===== src/rtl/key_lock_pkg.sv =====
// Shared types and defaults for the key loader of the locked netlist.
package key_lock_pkg;

  localparam int unsigned KEY_W_DEFAULT = 16;

  typedef enum logic [1:0] {
    StIdle   = 2'd0,
    StShift  = 2'd1,
    StPar    = 2'd2,
    StCommit = 2'd3
  } state_e;

endpackage


===== src/rtl/key_shift_loader.sv =====
// Serial key loader: shifts KEY_W bits MSB first, then commits them atomically to key_out.
// Build option KEY_PARITY_EN adds a trailing even-parity bit that must match before commit.
module key_shift_loader
  import key_lock_pkg::*;
#(
  parameter int unsigned KEY_W = KEY_W_DEFAULT
) (
  input  logic             clk,
  input  logic             rst,
  input  logic             load_start,
  input  logic             key_sin,
  input  logic             key_sin_valid,
  output logic             key_sin_ready,
  output logic [KEY_W-1:0] key_out,
  output logic             key_valid,
  output logic             busy,
  output logic             key_err
);

  localparam int unsigned      CNT_W    = $clog2(KEY_W + 1);
  localparam logic [CNT_W-1:0] LAST_CNT = CNT_W'(KEY_W - 1);

  state_e           state_q;
  logic [KEY_W-1:0] shreg_q;
  logic [CNT_W-1:0] cnt_q;
  logic             xfer;

  assign key_sin_ready = (state_q == StShift) || (state_q == StPar);
  assign busy          = (state_q != StIdle);
  assign xfer          = key_sin_valid && key_sin_ready;

`ifdef KEY_PARITY_EN
  logic err_q;
  assign key_err = err_q;
`else
  assign key_err = 1'b0;
`endif

  always_ff @(posedge clk or posedge rst) begin
    if (rst) begin
      state_q   <= StIdle;
      shreg_q   <= '0;
      cnt_q     <= '0;
      key_out   <= '0;
      key_valid <= 1'b0;
`ifdef KEY_PARITY_EN
      err_q     <= 1'b0;
`endif
    end else begin
      unique case (state_q)
        StIdle: begin
          if (load_start) begin
            shreg_q <= '0;
            cnt_q   <= '0;
            state_q <= StShift;
          end
        end
        StShift: begin
          // A restart wins over a bit offered in the same cycle.
          if (load_start) begin
            shreg_q <= '0;
            cnt_q   <= '0;
          end else if (xfer) begin
            shreg_q <= {shreg_q[KEY_W-2:0], key_sin};
            cnt_q   <= cnt_q + 1'b1;
            if (cnt_q == LAST_CNT) begin
`ifdef KEY_PARITY_EN
              state_q <= StPar;
`else
              state_q <= StCommit;
`endif
            end
          end
        end
        StPar: begin
`ifdef KEY_PARITY_EN
          if (load_start) begin
            shreg_q <= '0;
            cnt_q   <= '0;
            state_q <= StShift;
          end else if (xfer) begin
            if (key_sin == ^shreg_q) begin
              state_q <= StCommit;
            end else begin
              err_q   <= 1'b1;
              state_q <= StIdle;
            end
          end
`else
          state_q <= StIdle;
`endif
        end
        StCommit: begin
          key_out   <= shreg_q;
          key_valid <= 1'b1;
`ifdef KEY_PARITY_EN
          err_q     <= 1'b0;
`endif
          state_q   <= StIdle;
        end
        default: state_q <= StIdle;
      endcase
    end
  end

endmodule

===== config.mk =====
export PLATFORM = sky130hd
export DESIGN_NAME = key_shift_loader
export DESIGN_NICKNAME = d
export VERILOG_FILES = /design/src/rtl/key_lock_pkg.sv /design/src/rtl/key_shift_loader.sv
export SDC_FILE = /design/constraint.sdc
export NUM_CORES = 1
export LEC_CHECK = 0
export CORE_AREA = 2 2 59 61
export DETAILED_ROUTE_END_ITERATION = 10
export DIE_AREA = 0 0 61 63
export DONT_BUFFER_PORTS = 1
export PLACE_DENSITY = 0.7
export SKIP_CTS_REPAIR_TIMING = 1
export SYNTH_ARGS = -nofsm -noshare
export SYNTH_HDL_FRONTEND = slang
export SYNTH_SLANG_ARGS = --single-unit

===== constraint.sdc =====
create_clock -name clk -period 1.6 [get_ports clk]
set_input_delay 0.16 -clock clk [delete_from_list [all_inputs] [get_ports clk]]
set_output_delay 0.16 -clock clk [all_outputs]
set_load 0.01 [all_outputs]

---- Word level (Yosys, flattened, before mapping) ----
Index checks and enable logic that the tools add are counted.
storage, ports and cells
  bits in registers ....................... 40
  input bits .............................. 5
  output and inout bits ................... 20
  logic and storage cells ................. 36
cells by class
  add/subtract/negate cells ............... 1
  equality and inequality tests ........... 9
  multiplexer cells ....................... 13
  reductions and logical operators ........ 8
operators by type and width
  operator                                              number
  two-way mux 16 bit                                    3
  one-hot mux 16 bit (2 select lines)                   1
  two-way mux 5 bit                                     3
  one-hot mux 5 bit (2 select lines)                    1
  two-way mux 2 bit                                     4
  != test 2 bit (second input constant)                 3
  one-hot mux 2 bit (3 select lines)                    1
  adder 5 x 1 -> 5 bit (second input constant)          1
  equality test 5 x 4 -> 1 bit (second input constant)  1
  equality test 2 bit (second input constant)           2
  AND reduction 4 bit                                   1
  nonzero test 2 bit                                    2
  != test 3 bit (second input constant)                 1
  AND reduction 3 bit                                   1
  equality test 2 x 1 -> 1 bit (second input constant)  1
  logical NOT 2 bit                                     1
  != test 2 x 1 -> 1 bit (second input constant)        1
  OR reduction 2 bit                                    1
  logical AND 1 bit                                     1
  logical OR 1 bit                                      1

---- Depth between registers and ports, before layout ----
Gate-level depths: netlist (run 1).
  depth after elaboration ................. 6
  gate-level depth with buffers ........... 6
  mapped depth without buffers ............ 6

---- Worst setup path after synthesis (run 1) ----
Ideal clock, no wire load.
  kind .................................... register -> register
  start point ............................. register state_q[0]
  end point ............................... register cnt_q[0]
  setup time .............................. 0.125 ns
  data arrival time ....................... 1.443 ns
  data required time ...................... 1.475 ns
  setup slack ............................. 0.031 ns
  stages on the path, launching flop included .. 7
  path buffers ............................ 1
  period minus slack after synthesis ...... 1.569 ns
  cell sequence ........................... dfrtp_1 > inv_1 > ha_1 > and3b_1 > o22ai_1 > buf_4 > mux2_4
between the ends
  cells in the longest elaborated chain, start to end .. 5
  elaborated cells on any way between the ends .. 10
  classes of those cells .................. eq/ne: 4; mux: 1; reduce/logical: 5
RTL lines
  element                                                              RTL line                text
  start, declared                                                      key_shift_loader.sv:23  state_e state_q;
  start signal, assigned                                               key_shift_loader.sv:41  state_q <= StIdle;
  start signal, assigned                                               key_shift_loader.sv:55  state_q <= StShift;
  start signal, assigned                                               key_shift_loader.sv:70  state_q <= StCommit;
  equality test 2 x 1 -> 1 bit or equality test 2 bit (tied branches)  key_shift_loader.sv:28  assign key_sin_ready = (state_q == StShift) || (state_q == StPar);
  logical OR 1 bit *                                                   key_shift_loader.sv:28
  net key_sin_ready                                                    key_shift_loader.sv:13  output logic key_sin_ready,
  logical AND 1 bit *                                                  key_shift_loader.sv:30  assign xfer = key_sin_valid && key_sin_ready;
  != test 3 bit (no source line) *                                     -
  AND reduction 3 bit (no source line) *                               -
  end signal, assigned                                                 key_shift_loader.sv:65  cnt_q <= cnt_q + 1'b1;
  end, declared                                                        key_shift_loader.sv:25  logic [CNT_W-1:0] cnt_q;
Mark *: on every way through the listed nets, which the timed path passes. The rest lies on a longest branch.
A chain may end at the register's enable or synchronous reset.

---- Worst setup path in the final report (run 1) ----
  start point ............................. register state_q[1]
  end point ............................... register cnt_q[0]
between the ends
  cells in the longest elaborated chain, start to end .. 5
  elaborated cells on any way between the ends .. 10
  classes of those cells .................. eq/ne: 4; mux: 1; reduce/logical: 5
RTL lines
  element                                                              RTL line
  equality test 2 x 1 -> 1 bit or equality test 2 bit (tied branches)  key_shift_loader.sv:28, key_shift_loader.sv:50
  logical OR 1 bit                                                     key_shift_loader.sv:28
  logical AND 1 bit                                                    key_shift_loader.sv:30
  != test 3 bit (no source line)                                       -
  AND reduction 3 bit (no source line)                                 -
Parallel ways exist; a longest one is shown, timed or not.

==> impl_metrics.toml, run 1 <==
[run_status]
status = "finished with violations"
violations = "setup timing"

[synth]
ys_seq_elements = 40
yosys.area.top_type = "dfrtp_1"
ys_seq_area_frac = 0.601
synth_edf_count = 0
yosysMostFrequentCell = "dfrtp_1"
async_flop_share = 1.00
syn_area_sq_um = 1670
synth_top_area_share = 0.601
synth_cells = 116
netlist_top_cells_count = "dfrtp_1 (40), a22o_1 (20), mux2_2 (16)"
synth.area.top_cells = "dfrtp_1 (60%), mux2_2 (11%), a22o_1 (11%)"
ys_types = 28
synth_ff_type = "dfrtp_1"
yosysWarningCount = 0
synth.avg_cell_area_sq_um = 14.4
syn_nets = 127

[drt]
drt_wl_total_um = 2950
drtAntennaViolNets = 0
via_per_inst = 5.49
drt_iter0_drc = 33
drc_errors = 0
detail_route.first_pass.iterations = 4
vias = 1015
wire_per_inst_um = 16.0

[placed_design]
io_buffers = 0
dp_hpwl_um = 1820
gp_congestion = 0.693
preCtsSetupSlack_ns = -0.342

[timing]
fmaxAchievable_mhz = 623
fin_crit_sh = 1.00
layout_setup_ws_ns = -0.00435
fin_setup_tns_ns = -0.00435
worst_clock_skew_ns = 0.0118
finalSetupViolations = 1
drv_slew = 0
hold_violations = 0
rsz0062_at_grt = "yes"
fin_crit_ns = 1.60

[flow_run]
timing.max_cap.violations = 0

[clock_tree]
cts.sinks = 40
clkLatencyLatePin_ns = 0.35
cts_made_buffers = 5
cts_root_buf = "clkbuf_4"
htree_levels = 2
tritoncts = "yes"
clk_pin_slew_ns = 0.12
clock_path_buffers = 2

[floorplan]
die_width_um = 61
dieArea_sq_um = 3840
start_util = 0.516
num_io_pins = 25
coreArea_sq_um = 3230
die_y_um = 63
rows = 21

[min_path]
min_delay_path_depth = 2
hp-class = "input pin to register"

[global_routing]
grt_pass1_wl_um = 4760
grt_max_degree = 34
grt.total_usage = 0.170
grt.overflow.total = 0
antenna_found_initial = 0
grt_pass1_vias = 1026

[cells_and_area]
nFillCells = 255
drive_gt1_frac = 0.403
fin_nets = 149
antenna_cells = 0
area_growth_pct = 21.9

[pwr]
ir_drop_mv = 0.570
p_leak_nw = 1.01
power_per_cell_area_nw_per_um2 = 1170

[worst_setup_path]
crit_type = "register to register"
worstRegToRegCells = 6
critPathCaptureType = "register"
crit_fanout = 11
crit_required_ns = 1.85
cp.arrival_ns = 1.86
start_kind = "register"
-- stage by stage --
stage               area, sq um  total power, mW  cells  utilization  hold slack, ns
floorplan                  1670             1.35    116            -           0.293
global placement           1790             1.52    168        0.554          0.0230
detailed placement         1790             1.56    168        0.554          0.0311
CTS                        1880             2.27    176        0.582          -0.371
global route               2030             2.51    185        0.629          0.0889
finish                     2030             2.38    185        0.629          0.0715
-- registers in the layout, indices dropped and copies added (netlist names) --
name	flops
key_out	16
shreg_q	16
cnt_q	5
state_q	2
key_valid	1
-- critical path: stages, from the launching register on --
cell and delay (ns):
dfrtp_1 0.41, inv_2 0.10, ha_4 0.21, and3b_2 0.24
nor3b_4 0.17, buf_12 0.13, mux2_4 0.26
-- layout make-up --
class	instances	area [sq um]	share of cell area
Tap cell	46	57.6	0.0283
Multi-Input combinational cell	63	647	0.318
Clock buffer	6	51.3	0.0252
Clock inverter	2	38.8	0.0191
Timing Repair Buffer	21	206	0.102
Inverter	7	30.0	0.0148
Sequential cell	40	1000	0.493
-- where the power goes --
| group | leakage [nW] | switching, mW | internal [mW] |
|---|---|---|---|
| registers | 0.552 | 0.0170 | 1.03 |
| logic | 0.408 | 0.318 | 0.305 |
| clock network | 0.0484 | 0.336 | 0.374 |
-- layer usage --
layer	share of wire	vias to the layer above	wire length, um	track usage
met2	0.46	29	1350	0.245
met4	0.024	0	72	0.0625
met5	0	-	0	0
li1	-	466	-	-
met1	0.47	511	1390	0.227
met3	0.047	9	139	0.0704
-- layout by cell type (no fill, tap or decap), types with 2 or more instances in the layout --
cell type / count
dlygate4sd3_1: 3
mux2_2: 16
buf_4: 14
clkbuf_4: 5
ha_4: 2
inv_1: 4
buf_12: 3
a22o_1: 20
dfrtp_1: 40
nor3b_4: 2
inv_2: 2
ha_1: 3
-- final timing paths --
kind                            slack, ns        from    endpoint
worst max-delay path               -0.004  state_q[1]    cnt_q[0]
worst min-delay path                 0.07  load_start    cnt_q[2]
worst max register to register     -0.004  state_q[1]    cnt_q[0]
worst min register to register       0.52    cnt_q[4]    cnt_q[4]
max in group asynchronous            0.93         rst  shreg_q[3]
min in group asynchronous            0.18         rst  key_out[9]
-- cells by family (layout without fill, tap and decap cells) --
kind of cell               Yosys count  after routing  synth area share
and+or+nand+nor                     11             12            0.0503
adders and majority gates            6              6            0.0450
muxes                               17             17             0.117
other                                1              1           0.00225
xor gates and xnor gates             1              1           0.00526
AOI/OAI and AO/OA                   26             26             0.131
buffers and inverters               14             36            0.0488
DFF                                 40             40             0.601
Note: power is estimated with default switching activity, not from simulation.
==> inputs of run 2 (changes only) <==
--- a/config.mk
+++ b/config.mk
@@ -9,7 +9,8 @@
 export DETAILED_ROUTE_END_ITERATION = 10
 export DIE_AREA = 0 0 61 63
 export DONT_BUFFER_PORTS = 1
-export PLACE_DENSITY = 0.7
+export PLACE_DENSITY = 0.67
+export REMOVE_ABC_BUFFERS = 1
 export SKIP_CTS_REPAIR_TIMING = 1
 export SYNTH_ARGS = -nofsm -noshare
 export SYNTH_HDL_FRONTEND = slang
==> constraint.sdc (replaced) <==
create_clock -name clk -period 1.7 [get_ports clk]
set_input_delay 0.17 -clock clk [delete_from_list [all_inputs] [get_ports clk]]
set_output_delay 0.17 -clock clk [all_outputs]
set_load 0.01 [all_outputs]
==> impl_metrics.toml, run 2 (same netlist as run 1, synthesis figures left out) <==
[worst_setup_path]
crit_type = "register to register"
critPathCaptureType = "register"
crit_required_ns = 1.99
cp.arrival_ns = 1.93
start_kind = "register"
crit_fanout = 5
worstRegToRegCells = 7

[cells_and_area]
stdcell_area_sq_um = 2000
reg.largest.list = "key_out (16), shreg_q (16), cnt_q (5)"
fin_nets = 149
layout_commonest_cell = "dfrtp_1"
antenna_cells = 0
area_growth_pct = 20.2
drive_gt1_frac = 0.374
layout_common_cells = "dfrtp_1 (40), a22o_1 (20), mux2_2 (16), buf_4 (13)"

[floorplan]
num_io_pins = 25
rows = 21
die_width_um = 61
die_y_um = 63
coreArea_sq_um = 3230
dieArea_sq_um = 3840
start_util = 0.516

[clock_tree]
clock_path_buffers = 2
clkLatencyLatePin_ns = 0.34
clk_pin_slew_ns = 0.10
cts.sinks = 40
cts_made_buffers = 5
htree_levels = 2
tritoncts = "yes"
cts_root_buf = "clkbuf_4"

[global_routing]
grt_pass1_vias = 1030
grt_max_degree = 41
antenna_found_initial = 0
grt.total_usage = 0.168
grt_pass1_wl_um = 4730
grt.overflow.total = 0

[placed_design]
placed_cell_area_sq_um = 1780
io_buffers = 0
gp_congestion = 0.707
preCtsSetupSlack_ns = -0.218
dp_hpwl_um = 1740

[min_path]
min_delay_path_depth = 2
hp-class = "input pin to register"

[run_status]
status = "finished clean"

[timing]
finalSetupViolations = 0
fin_crit_ns = 1.65
hold_violations = 0
fin_crit_sh = 0.969
layout_setup_ws_ns = 0.0526
worst_clock_skew_ns = 0.00310
drv_slew = 0
rsz0062_at_grt = "yes"
fmaxAchievable_mhz = 607

[drt]
wire_per_inst_um = 16.4
drt_wl_total_um = 3040
drc_errors = 0
drtAntennaViolNets = 0
drt_iter0_drc = 60
vias = 1017
via_per_inst = 5.50
detail_route.first_pass.iterations = 4

[pwr]
power_per_cell_area_nw_per_um2 = 1070
p_leak_nw = 1.00
ir_drop_mv = 0.527

[flow_run]
timing.max_cap.violations = 0
[run 2: changes by cell type in the layout (fill, tap and decap cells not counted), sizes merged]
cell	change
clkinvlp	-1
clkbuf	+3
clkinv	-1
dlygate4sd3	-1
bufinv	-1
inv	+1
[run 2: where the power goes]
| group | internal [mW] | switching [mW] |
|---|---|---|
| registers | 0.972 | 0.0166 |
| clock network | 0.204 | 0.277 |
| logic | 0.352 | 0.326 |
| total | 1.53 | 0.619 |
[run 2: metal layers]
metal / vias up / part of all wire / track usage
met5: - / 0 / 0
met1: 513 / 0.43 / 0.221
met3: 6 / 0.070 / 0.0683
met4: 0 / 0.015 / 0.0571
li1: 463 / - / -
met2: 35 / 0.48 / 0.250
[run 2: final timing paths]
kind                                   from           to  slack [ns]
worst max-delay path             state_q[0]   shreg_q[1]        0.05
worst min-delay path             load_start   state_q[1]        0.04
worst max register to register   state_q[0]   shreg_q[1]        0.05
worst min register to register  shreg_q[15]  shreg_q[15]        0.53
max in group asynchronous               rst  key_out[11]        0.98
min in group asynchronous               rst   key_out[1]        0.39
[run 2: cell type report]
class | count | area, sq um
inverter | 7 | 26.3
sequential | 40 | 1000
clock buffer | 8 | 58.8
fill | 247 | 1230
tap | 46 | 57.6
multi-input combinational | 63 | 643
timing repair buffer | 21 | 216
[run 2: worst max-delay path: stages, from the launching register on]
cell and delay, ns:
dfrtp_1 0.41, inv_2 0.09, ha_4 0.21, and3b_2 0.22
buf_6 0.13, o22ai_4 0.20, clkbuf_16 0.20, a22o_1 0.14
[run 2: metrics by stage]
| stage | instances | util | power (mW) | hold WS (ns) | setup TNS (ns) |
|---|---|---|---|---|---|
| detailed placement | 167 | 0.552 | 1.46 | 0.221 | -3.62 |
| floorplan | 109 | - | 1.24 | 0.303 | -7.87 |
| global placement | 167 | 0.552 | 1.44 | 0.204 | -2.18 |
| finish | 185 | 0.620 | 2.15 | 0.0369 | 0 |
| CTS | 175 | 0.570 | 1.95 | -0.168 | -4.29 |
| global route | 185 | 0.620 | 2.27 | 0.0345 | -0.0825 |
==> inputs of run 3 (changes only) <==
==> constraint.sdc (replaced) <==
create_clock -name clk -period 2 [get_ports clk]
set_input_delay 0.2 -clock clk [delete_from_list [all_inputs] [get_ports clk]]
set_output_delay 0.2 -clock clk [all_outputs]
set_load 0.01 [all_outputs]
==> impl_metrics.toml, run 3 (same netlist as run 1, synthesis figures left out) <==
[floorplan]
die_width_um = 61
die_y_um = 63
dieArea_sq_um = 3840
coreArea_sq_um = 3230
rows = 21
start_util = 0.516
num_io_pins = 25

[flow_run]
timing.max_cap.violations = 0

[timing]
drv_slew = 0
worstMarginPinSlew_ns = 0.748
slew_headroom = 0.502
finalSetupViolations = 0
fin_crit_ns = 1.78
hold_violations = 0
fmaxAchievable_mhz = 563
whs_ns = 0.0409
worst_clock_skew_ns = 0.0176
layout_setup_ws_ns = 0.224
fin_crit_sh = 0.888
rsz0062_at_grt = "no"

[global_routing]
met2_usage = 0.246
grtUsageMet3 = 0.0683
grt_pass1_vias = 973
gr-max-usage-layer = "met2"
grt_max_degree = 41
grt_use_met1 = 0.216
antenna_found_initial = 0
grt_pass1_wl_um = 4660
grt.total_usage = 0.167
grt.overflow.total = 0

[clock_tree]
clk_pin_slew_ns = 0.10
cts_root_buf = "clkbuf_4"
cts_made_buffers = 5
clkLatencyLatePin_ns = 0.35
tritoncts = "yes"
htree_levels = 2
cts.sinks = 40
clock_path_buffers = 2

[worst_setup_path]
crit_required_ns = 2.28
crit_type = "register to register"
cp_top_family = "simple AND/OR/NAND/NOR gates"
path_cells = "inv_1 > ha_1 > and3b_1 > nor3b_4 > a22o_1"
critPathSlowestCell = "nor3b_4"
rr_startpoint = "state_q[1]"
critPathCaptureType = "register"
rrSetupSlack_ns = 0.22
worstRegToRegCells = 5
start_kind = "register"
cp.arrival_ns = 2.06
critPathBufInv = 1
timing.rr.end = "cnt_q[1]"
slowest_delay_ns = 0.44
crit_fanout = 10

[cells_and_area]
seq_area_sq_um = 1000
area_growth_pct = 10.4
multi_input_area_sq_um = 603
layout_common_cells = "dfrtp_1 (40), a22o_1 (20), mux2_2 (16), inv_1 (7), ha_1 (6)"
drive_gt1_frac = 0.266
reg.largest.list = "key_out (16), shreg_q (16), cnt_q (5)"
fin_nets = 134
layout_commonest_cell = "dfrtp_1"
antenna_cells = 0
nFillCells = 277

[placed_design]
preCtsSetupSlack_ns = -0.0874
dp_hpwl_um = 1720
io_buffers = 0
gp_congestion = 0.775

[pwr]
power_frac_comb = 0.180
swShare = 0.277
ir_drop_mv = 0.623
switchingPower_uw = 476
p_clk_frac = 0.330
power_per_cell_area_nw_per_um2 = 932
power.share.sequential = 0.490
p_total_mw = 1.72
p_leak_nw = 0.921
internal_power_mw = 1.24

[drt]
drt_wl_total_um = 2790
wire_per_inst_um = 16.4
drtAntennaViolNets = 0
drc_errors = 0
drt_iter0_drc = 28
via_per_inst = 5.51
detail_route.first_pass.iterations = 4
vias = 937

[min_path]
hp-class = "input pin to register"
min_delay_path_depth = 2
hold-path-endpoint = "state_q[1]"
min_from = "load_start"

[run_status]
status = "finished clean"
run 3: worst register-to-register path, stage by stage (launching register included):
cell,delay (ns)
dfrtp_1,0.39
inv_1,0.10
ha_1,0.36
and3b_1,0.25
nor3b_4,0.44
a22o_1,0.19
run 3: per-layer routing:
| metal | vias up | wire, um | part of all wire |
|---|---|---|---|
| li1 | 435 | - | - |
| met1 | 475 | 1250 | 0.45 |
| met2 | 23 | 1320 | 0.47 |
| met3 | 4 | 158 | 0.057 |
| met4 | 0 | 68 | 0.024 |
| met5 | - | 0 | 0 |
run 3: metrics by stage:
stage,util,std cells,instance area [sq um],setup TNS (ns)
2_1_floorplan,-,109,1610,-1.81
3_3_place_gp,0.523,158,1690,0
3_5_place_dp,0.523,158,1690,-0.917
4_1_cts,0.551,166,1780,-1.35
5_1_grt,0.569,170,1840,0
6_report,0.569,170,1840,0
run 3: cell type report:
cell class              count  share of cell area
clock buffers               6              0.0279
inverters                   7              0.0143
multi-input cells          63               0.328
clock inverters             2              0.0211
repair buffers              6              0.0340
flip-flops and latches     40               0.544
well taps                  46              0.0313
run 3: power by group through the flow:
stage	Clock, mW	Combinational [mW]	Sequential (mW)
4_1_cts	0.583	0.286	0.841
2_1_floorplan	0	0.200	0.854
5_1_grt	0.620	0.346	0.844
3_3_place_gp	0	0.264	0.856
3_5_place_dp	0	0.282	0.857
6_report	0.566	0.308	0.841
run 3: worst max-delay path by stage:
stage	start	endpoint	slack, ns	cells after the start
after floorplan	state_q[0]	cnt_q[0]	-0.11	5
after CTS	state_q[1]	cnt_q[0]	-0.11	5
final	state_q[1]	cnt_q[1]	0.22	5
after global placement	state_q[0]	cnt_q[0]	0.009	5
after global routing	state_q[0]	shreg_q[13]	0.06	5
after detailed placement	state_q[1]	cnt_q[0]	-0.09	5
